<file path="src/rtl/id_stage.sv">
// id_stage: MIPS decode stage, turns in_instr plus register-file reads into the ID/EX register feeding the ALU.
// Latency: 1 cycle from accept (in_valid && in_ready) to out_*; rf_rdata is sampled in the accept cycle.
// Backpressure: out_* hold while out_valid && !ex_ready; load-use inserts one bubble; flush kills the stage.
// Build option: define DECODE_ILLEGAL_TRAP_EN to flag unsupported opcodes/functs on out_illegal
// (otherwise they decode as a NOP and out_illegal stays 0).
module id_stage (
    input  logic        clk,
    input  logic        rst_n,
    input  logic        in_valid,
    output logic        in_ready,
    input  logic [31:0] in_instr,
    output logic [4:0]  rf_raddr1,
    output logic [4:0]  rf_raddr2,
    input  logic [31:0] rf_rdata1,
    input  logic [31:0] rf_rdata2,
    input  logic        flush,
    input  logic        ex_ready,
    output logic        out_valid,
    output logic [3:0]  out_alu_op,
    output logic [31:0] out_v1,
    output logic [31:0] out_v2,
    output logic        out_wr_en,
    output logic [4:0]  out_wr_addr,
    output logic        out_mem_rd,
    output logic        out_mem_wr,
    output logic [31:0] out_store_data,
    output logic        out_illegal
);

`ifdef DECODE_ILLEGAL_TRAP_EN
    localparam logic TRAP_EN = 1'b1;
`else
    localparam logic TRAP_EN = 1'b0;
`endif

    // Opcodes
    localparam logic [5:0] OPC_RTYPE = 6'h00;
    localparam logic [5:0] OPC_ADDI  = 6'h08;
    localparam logic [5:0] OPC_ADDIU = 6'h09;
    localparam logic [5:0] OPC_SLTI  = 6'h0A;
    localparam logic [5:0] OPC_ANDI  = 6'h0C;
    localparam logic [5:0] OPC_ORI   = 6'h0D;
    localparam logic [5:0] OPC_XORI  = 6'h0E;
    localparam logic [5:0] OPC_LUI   = 6'h0F;
    localparam logic [5:0] OPC_LW    = 6'h23;
    localparam logic [5:0] OPC_SW    = 6'h2B;

    // R-type function codes
    localparam logic [5:0] FN_SLL  = 6'h00;
    localparam logic [5:0] FN_SRL  = 6'h02;
    localparam logic [5:0] FN_SRA  = 6'h03;
    localparam logic [5:0] FN_SLLV = 6'h04;
    localparam logic [5:0] FN_SRLV = 6'h06;
    localparam logic [5:0] FN_SRAV = 6'h07;
    localparam logic [5:0] FN_ADD  = 6'h20;
    localparam logic [5:0] FN_ADDU = 6'h21;
    localparam logic [5:0] FN_SUB  = 6'h22;
    localparam logic [5:0] FN_SUBU = 6'h23;
    localparam logic [5:0] FN_AND  = 6'h24;
    localparam logic [5:0] FN_OR   = 6'h25;
    localparam logic [5:0] FN_XOR  = 6'h26;
    localparam logic [5:0] FN_NOR  = 6'h27;
    localparam logic [5:0] FN_SLT  = 6'h2A;

    // ALU op encodings (unsigned add/sub share the signed codes)
    localparam logic [3:0] ALU_ADD = 4'b1100;
    localparam logic [3:0] ALU_SUB = 4'b1110;
    localparam logic [3:0] ALU_AND = 4'b1000;
    localparam logic [3:0] ALU_OR  = 4'b1001;
    localparam logic [3:0] ALU_XOR = 4'b1010;
    localparam logic [3:0] ALU_NOR = 4'b1011;
    localparam logic [3:0] ALU_SLT = 4'b0110;
    localparam logic [3:0] ALU_LUI = 4'b1111;

    // Contents of the ID/EX register
    typedef struct packed {
        logic        valid;
        logic        illegal;
        logic [3:0]  alu_op;
        logic [31:0] v1;
        logic [31:0] v2;
        logic        wr_en;
        logic [4:0]  wr_addr;
        logic        mem_rd;
        logic        mem_wr;
        logic [31:0] store_data;
    } idex_t;

    // Instruction fields
    logic [5:0]  opcode;
    logic [4:0]  rs;
    logic [4:0]  rt;
    logic [4:0]  rd;
    logic [4:0]  shamt;
    logic [5:0]  funct;
    logic [31:0] simm;
    logic [31:0] zimm;

    assign opcode = in_instr[31:26];
    assign rs     = in_instr[25:21];
    assign rt     = in_instr[20:16];
    assign rd     = in_instr[15:11];
    assign shamt  = in_instr[10:6];
    assign funct  = in_instr[5:0];
    assign simm   = {{16{in_instr[15]}}, in_instr[15:0]};
    assign zimm   = {16'h0000, in_instr[15:0]};

    assign rf_raddr1 = rs;
    assign rf_raddr2 = rt;

    idex_t      dec;
    idex_t      stage_d;
    idex_t      stage_q;
    logic       legal;
    logic       writes;
    logic [4:0] dest;
    logic       use_rs;
    logic       use_rt;
    logic       advance;
    logic       hazard;
    logic       accept;

    // Decode in_instr and the same-cycle register reads into an ID/EX image
    always_comb begin
        dec       = '0;
        dec.valid = 1'b1;
        dec.v1    = rf_rdata1;
        legal     = 1'b1;
        writes    = 1'b1;
        dest      = rt;
        use_rs    = 1'b0;
        use_rt    = 1'b0;
        case (opcode)
            OPC_RTYPE: begin
                dest   = rd;
                use_rs = 1'b1;
                use_rt = 1'b1;
                dec.v2 = rf_rdata2;
                case (funct)
                    FN_SLL, FN_SRL, FN_SRA: begin
                        // fixed shifts take the amount from the instruction, not rs
                        dec.alu_op = {2'b00, funct[1:0]};
                        dec.v1     = {27'b0, shamt};
                        use_rs     = 1'b0;
                    end
                    FN_SLLV, FN_SRLV, FN_SRAV: dec.alu_op = {2'b00, funct[1:0]};
                    FN_ADD, FN_ADDU:           dec.alu_op = ALU_ADD;
                    FN_SUB, FN_SUBU:           dec.alu_op = ALU_SUB;
                    FN_AND:                    dec.alu_op = ALU_AND;
                    FN_OR:                     dec.alu_op = ALU_OR;
                    FN_XOR:                    dec.alu_op = ALU_XOR;
                    FN_NOR:                    dec.alu_op = ALU_NOR;
                    FN_SLT:                    dec.alu_op = ALU_SLT;
                    default:                   legal      = 1'b0;
                endcase
            end
            OPC_ADDI, OPC_ADDIU: begin
                dec.alu_op = ALU_ADD;
                dec.v2     = simm;
                use_rs     = 1'b1;
            end
            OPC_SLTI: begin
                dec.alu_op = ALU_SLT;
                dec.v2     = simm;
                use_rs     = 1'b1;
            end
            OPC_ANDI: begin
                dec.alu_op = ALU_AND;
                dec.v2     = zimm;
                use_rs     = 1'b1;
            end
            OPC_ORI: begin
                dec.alu_op = ALU_OR;
                dec.v2     = zimm;
                use_rs     = 1'b1;
            end
            OPC_XORI: begin
                dec.alu_op = ALU_XOR;
                dec.v2     = zimm;
                use_rs     = 1'b1;
            end
            OPC_LUI: begin
                // ALU passes v2 straight through
                dec.alu_op = ALU_LUI;
                dec.v1     = 32'h0;
                dec.v2     = {in_instr[15:0], 16'h0000};
            end
            OPC_LW: begin
                dec.alu_op = ALU_ADD;
                dec.v2     = simm;
                dec.mem_rd = 1'b1;
                use_rs     = 1'b1;
            end
            OPC_SW: begin
                dec.alu_op     = ALU_ADD;
                dec.v2         = simm;
                dec.mem_wr     = 1'b1;
                dec.store_data = rf_rdata2;
                writes         = 1'b0;
                use_rs         = 1'b1;
                use_rt         = 1'b1;
            end
            default: legal = 1'b0;
        endcase
        dec.wr_addr = dest;
        // writes to $0 are discarded, which makes 0x00000000 a NOP
        dec.wr_en   = writes && (dest != 5'd0);
        if (!legal) begin
            dec         = '0;
            dec.valid   = 1'b1;
            dec.illegal = TRAP_EN;
            use_rs      = 1'b0;
            use_rt      = 1'b0;
        end
    end

    // A load in ID/EX cannot forward its data to the instruction behind it
    assign advance  = !stage_q.valid || ex_ready;
    assign hazard   = stage_q.valid && stage_q.mem_rd && stage_q.wr_en &&
                      ((use_rs && (rs == stage_q.wr_addr)) ||
                       (use_rt && (rt == stage_q.wr_addr)));
    assign in_ready = advance && !hazard && !flush;
    assign accept   = in_valid && in_ready;

    // Next ID/EX contents: flush beats hold, hold beats load; empty slots are all-zero bubbles
    always_comb begin
        stage_d = stage_q;
        if (flush) begin
            stage_d = '0;
        end else if (advance) begin
            stage_d = accept ? dec : '0;
        end
    end

    // ID/EX pipeline register
    always_ff @(posedge clk or negedge rst_n) begin
        if (!rst_n) begin
            stage_q <= '0;
        end else begin
            stage_q <= stage_d;
        end
    end

    assign out_valid      = stage_q.valid;
    assign out_illegal    = stage_q.illegal;
    assign out_alu_op     = stage_q.alu_op;
    assign out_v1         = stage_q.v1;
    assign out_v2         = stage_q.v2;
    assign out_wr_en      = stage_q.wr_en;
    assign out_wr_addr    = stage_q.wr_addr;
    assign out_mem_rd     = stage_q.mem_rd;
    assign out_mem_wr     = stage_q.mem_wr;
    assign out_store_data = stage_q.store_data;

endmodule

</file>
<file path="config.mk">
export PLATFORM = sky130hd
export DESIGN_NAME = id_stage
export DESIGN_NICKNAME = d
export VERILOG_FILES = /design/src/rtl/id_stage.sv
export SDC_FILE = /design/constraint.sdc
export NUM_CORES = 1
export LEC_CHECK = 0
export CAP_MARGIN = 20
export CORE_MARGIN = 3
export CORE_UTILIZATION = 60
export CTS_CLUSTER_SIZE = 16
export DETAILED_ROUTE_END_ITERATION = 8
export DONT_BUFFER_PORTS = 1
export PLACE_DENSITY = 0.8
export SLEW_MARGIN = 20
export SYNTH_ARGS = -nofsm -noshare
export SYNTH_HDL_FRONTEND = slang
export SYNTH_SLANG_ARGS = --single-unit
</file>
<file path="constraint.sdc">
create_clock -name clk -period 4.3 [get_ports clk]
set_clock_uncertainty 0.05 [all_clocks]
set_input_delay 1.29 -clock clk [delete_from_list [all_inputs] [get_ports clk]]
set_output_delay 1.29 -clock clk [all_outputs]
set_load 0.1 [all_outputs]
</file>
==> results by group <==
Layout
  • Fin util: 66.5%
  • Area Growth Syn to Fin: 5.12%
  • Layout cells sized above 1: 12.5%
  • Antenna diodes: 0
  • Final Net Count: 506

Global routing
  • Initial antenna violation count: 0
  • Largest net degree at the start of global routing: 110
  • Vias in the first global route: 3845
  • Global-route wire length before repair: 22.2 mm
  • GRT overflow: 0
  • GRT Total Usage: 29.6%

Detailed routing
  • Routed vias: 3759
  • Post-Route M1 WL: 5.14 mm
  • Met2 WL: 7.04 mm
  • Drc violations: 0
  • Routed Antenna Nets: 0
  • Wire per inst: 27.5 microns
  • Max layer used: met4
  • Met3 wire len: 1.61 mm
  • Total Wirelength: 14.0 mm
  • Initial DRC count: 348
  • Vias per inst: 7.36
  • Drt first pass iters: 5

Floorplan
  • Die Height: 97.2 microns
  • Num rows: 32
  • Core Box Area: 7890 sq um
  • Ports: 222
  • Die ar.: 9440 sq um
  • Die Wd: 97.2 microns
  • Initial Utilization: 63.2%

CTS
  • H-Tree Level Count: 3
  • CTS root buffer: clkbuf_8
  • CTS Hold Buffers Added: 0
  • Post-CTS resize count: 0
  • Clock Path Buffers: 2
  • Num CTS Buffers: 9
  • Post-CTS Setup Bufs: 0
  • Clock Pin Slew Worst Setup and Hold Paths: 100 ps
  • Clock sink count: 109
  • CTS tree: yes
  • Worst skew pair latency: 350 ps

Timing
  • Fmax: 243 MHz
  • Final hold violation count: 0
  • Crit share post-route: 95.9%
  • Final setup viols: 0
  • RSZ-0062 raised after global routing: no
  • Post-layout worst setup margin: 177 ps
  • Worst slew pin tran: 1100 ps
  • Max Slew Vio Count: 0
  • Clock period minus worst slack: 4120 ps
  • Hold slack: 544 ps
  • Max-slew headroom: 26.3%
  • Final setup TNS: 0 ps

Synth
  • Yosys cell types: 52
  • Mean Syn Cell Area: 11.8 sq um
  • Synth async-reset ratio: 100%
  • Post-synth EDFFs: 0
  • Post-Syn Area: 4990 sq um
  • Cells after synthesis: 423
  • Synth Warn #: 0
  • Mapped Nets: 524
  • Area contributors post-synth: dfrtp_1 55%, a32o_1 12%, a22oi_1 3.3%
  • Top cell type's share of synthesized area: 54.7%
  • Post-synth top area cell: dfrtp_1
  • #FFs+latches synth: 109
  • Sequential share of the synthesized area: 54.7%
  • Main synth FF type: dfrtp_1

Power
  • Cell area power density: 336 nW/um^2
  • VDD IR max: 0.250 mV
  • Logic pwr share: 7.7%
  • Sw frac: 27.2%
  • Leakage: 2.22 nW
  • P_int: 1.28 mW
  • Seq pwr share: 61.1%
  • Clock Power Share: 31.2%
  • Pwr Total: 1.76 mW
  • Net Sw Power: 479 uW

Place
  • Hpwl dp: 9.82 mm
  • Pre-CTS worst setup slack: 189 ps
  • GPL Wtd Cong: 0.848
  • IO buf count: 0

Critical path
  • R2r setup slk: 1790 ps
  • Type of the worst setup path: in2out
  • Critical Path Max Stage Delay: 470 ps
  • Worst r2r path cells: 7
  • Critical path endpoint: in_ready
  • Crit. End Element: primary output
  • Max Fanout on Critical Path: 6
  • Worst EP required: 2960 ps
  • Crit-path slowest cell: or4_4
  • Worst r2r dst: out_v2[13]$_DFFE_PN0P_
  • Startpoint types: primary input
  • Crit path DAT: 2780 ps
  • R2R Path Start: out_wr_en$_DFFE_PN0P_
  • CP startpoint: in_instr[29]
  • CP Cell Sequence: or3_4, or4_4, o32ai_4, a21oi_4, buf_12

Min path
  • HP Class: reg2reg

Flow run
  • Max Cap Viol: 0

Status
  • Status: complete, no violations
logic make-up (layout without fill, tap and decap cells):
kind of cell           after synthesis  count (layout)  share of synthesized area [%]
multiplexers                         6               6                           1.23
buffers and inverters               52              38                           5.42
XOR/XNOR                            10              10                           1.76
other                                1               1                         0.0752
AO/OA/AOI/OAI                      171             171                           29.1
AND/OR/NAND/NOR                     74              74                           7.78
flip-flops                         109             109                           54.7
worst min path at each step:
stage	from	end	slack [ps]	cells past startpoint
global route	rst_n	out_v1[27]$_DFFE_PN0P_	530	0
global placement	out_wr_addr[1]$_DFFE_PN0P_	out_wr_addr[1]$_DFFE_PN0P_	510	2
CTS	rst_n	out_v1[27]$_DFFE_PN0P_	540	0
finish	out_wr_addr[1]$_DFFE_PN0P_	out_wr_addr[1]$_DFFE_PN0P_	540	2
detailed placement	out_wr_addr[1]$_DFFE_PN0P_	out_wr_addr[1]$_DFFE_PN0P_	520	2
floorplan	out_v1[0]$_DFFE_PN0P_	out_v1[0]$_DFFE_PN0P_	910	2
registers in the layout (all words and copies together), names as in the netlist:
signal,cells
out_wr_en,1
out_wr_addr,5
out_mem_wr,1
out_alu_op,4
out_store_data,32
out_v1,32
out_mem_rd,1
out_v2,32
out_valid,1
cell usage in the layout (no fill, tap or decap), types with 3 or more instances in the layout:
cell	instances
a221o_1	14
buf_4	20
xor2_1	8
a22o_1	16
nand3_1	3
nand2_1	37
clkbuf_8	9
a32o_1	59
a31oi_1	3
nor4_1	3
a22oi_1	22
o21ai_0	24
a21oi_1	6
nor2_1	5
dfrtp_1	109
o21ai_1	10
mux2i_1	5
nand2b_1	6
clkinvlp_4	3
nor3_1	4
synth_stat cells (all sizes together) (2+ instances only):
| master | count |
|---|---|
| nand2 | 37 |
| xor2 | 8 |
| dfrtp | 109 |
| a32o | 59 |
| nand3b | 2 |
| o21bai | 2 |
| clkbuf | 28 |
| a22oi | 22 |
| o41ai | 2 |
| and3 | 2 |
| or4 | 3 |
| nor2 | 6 |
| nand2b | 6 |
| nand3 | 3 |
| mux2i | 5 |
| buf | 22 |
| a31oi | 3 |
| inv | 2 |
| nor4 | 5 |
| xnor2 | 2 |
| a22o | 16 |
| a221o | 14 |
| o21ai | 34 |
| nor3 | 4 |
| a21oi | 7 |
metrics by stage:
step                      instances  cell area [sq um]
after CTS                       511               5240
after floorplan                 423               5010
after detailed placement        496               5080
after global placement          496               5080
after global routing            511               5240
final                           511               5240
cell type report:
| class | count | area (sq um) |
|---|---|---|
| Tap cell | 102 | 128 |
| Sequential cell | 109 | 2730 |
| Inverter | 2 | 7.51 |
| Multi-Input combinational cell | 262 | 2050 |
| Clock buffer | 10 | 128 |
| Clock inverter | 5 | 36.3 |
| Timing Repair Buffer | 21 | 170 |
| Fill cell | 630 | 2640 |
power groups by stage:
stage                     combinational (mW)  sequential, mW  clock, mW
after global placement                 0.131            1.10          0
after detailed placement               0.134            1.10          0
after CTS                              0.135            1.08      0.564
after global routing                   0.145            1.08      0.608
final                                  0.136            1.08      0.549
after floorplan                        0.137            1.11          0
critical path, delay by kind of cell:
kind / cells / cell delay, ps
AOI/OAI and AO/OA: 2 / 440
buffers and inverters: 1 / 180
and+or+nand+nor: 2 / 870
metal layers:
| layer | up-vias | track usage [%] |
|---|---|---|
| met1 | 1884 | 37.0 |
| li1 | 1604 | - |
| met2 | 249 | 48.8 |
| met5 | - | 0 |
| met3 | 22 | 9.76 |
| met4 | 0 | 9.72 |
(Power assumes the default switching activity.)
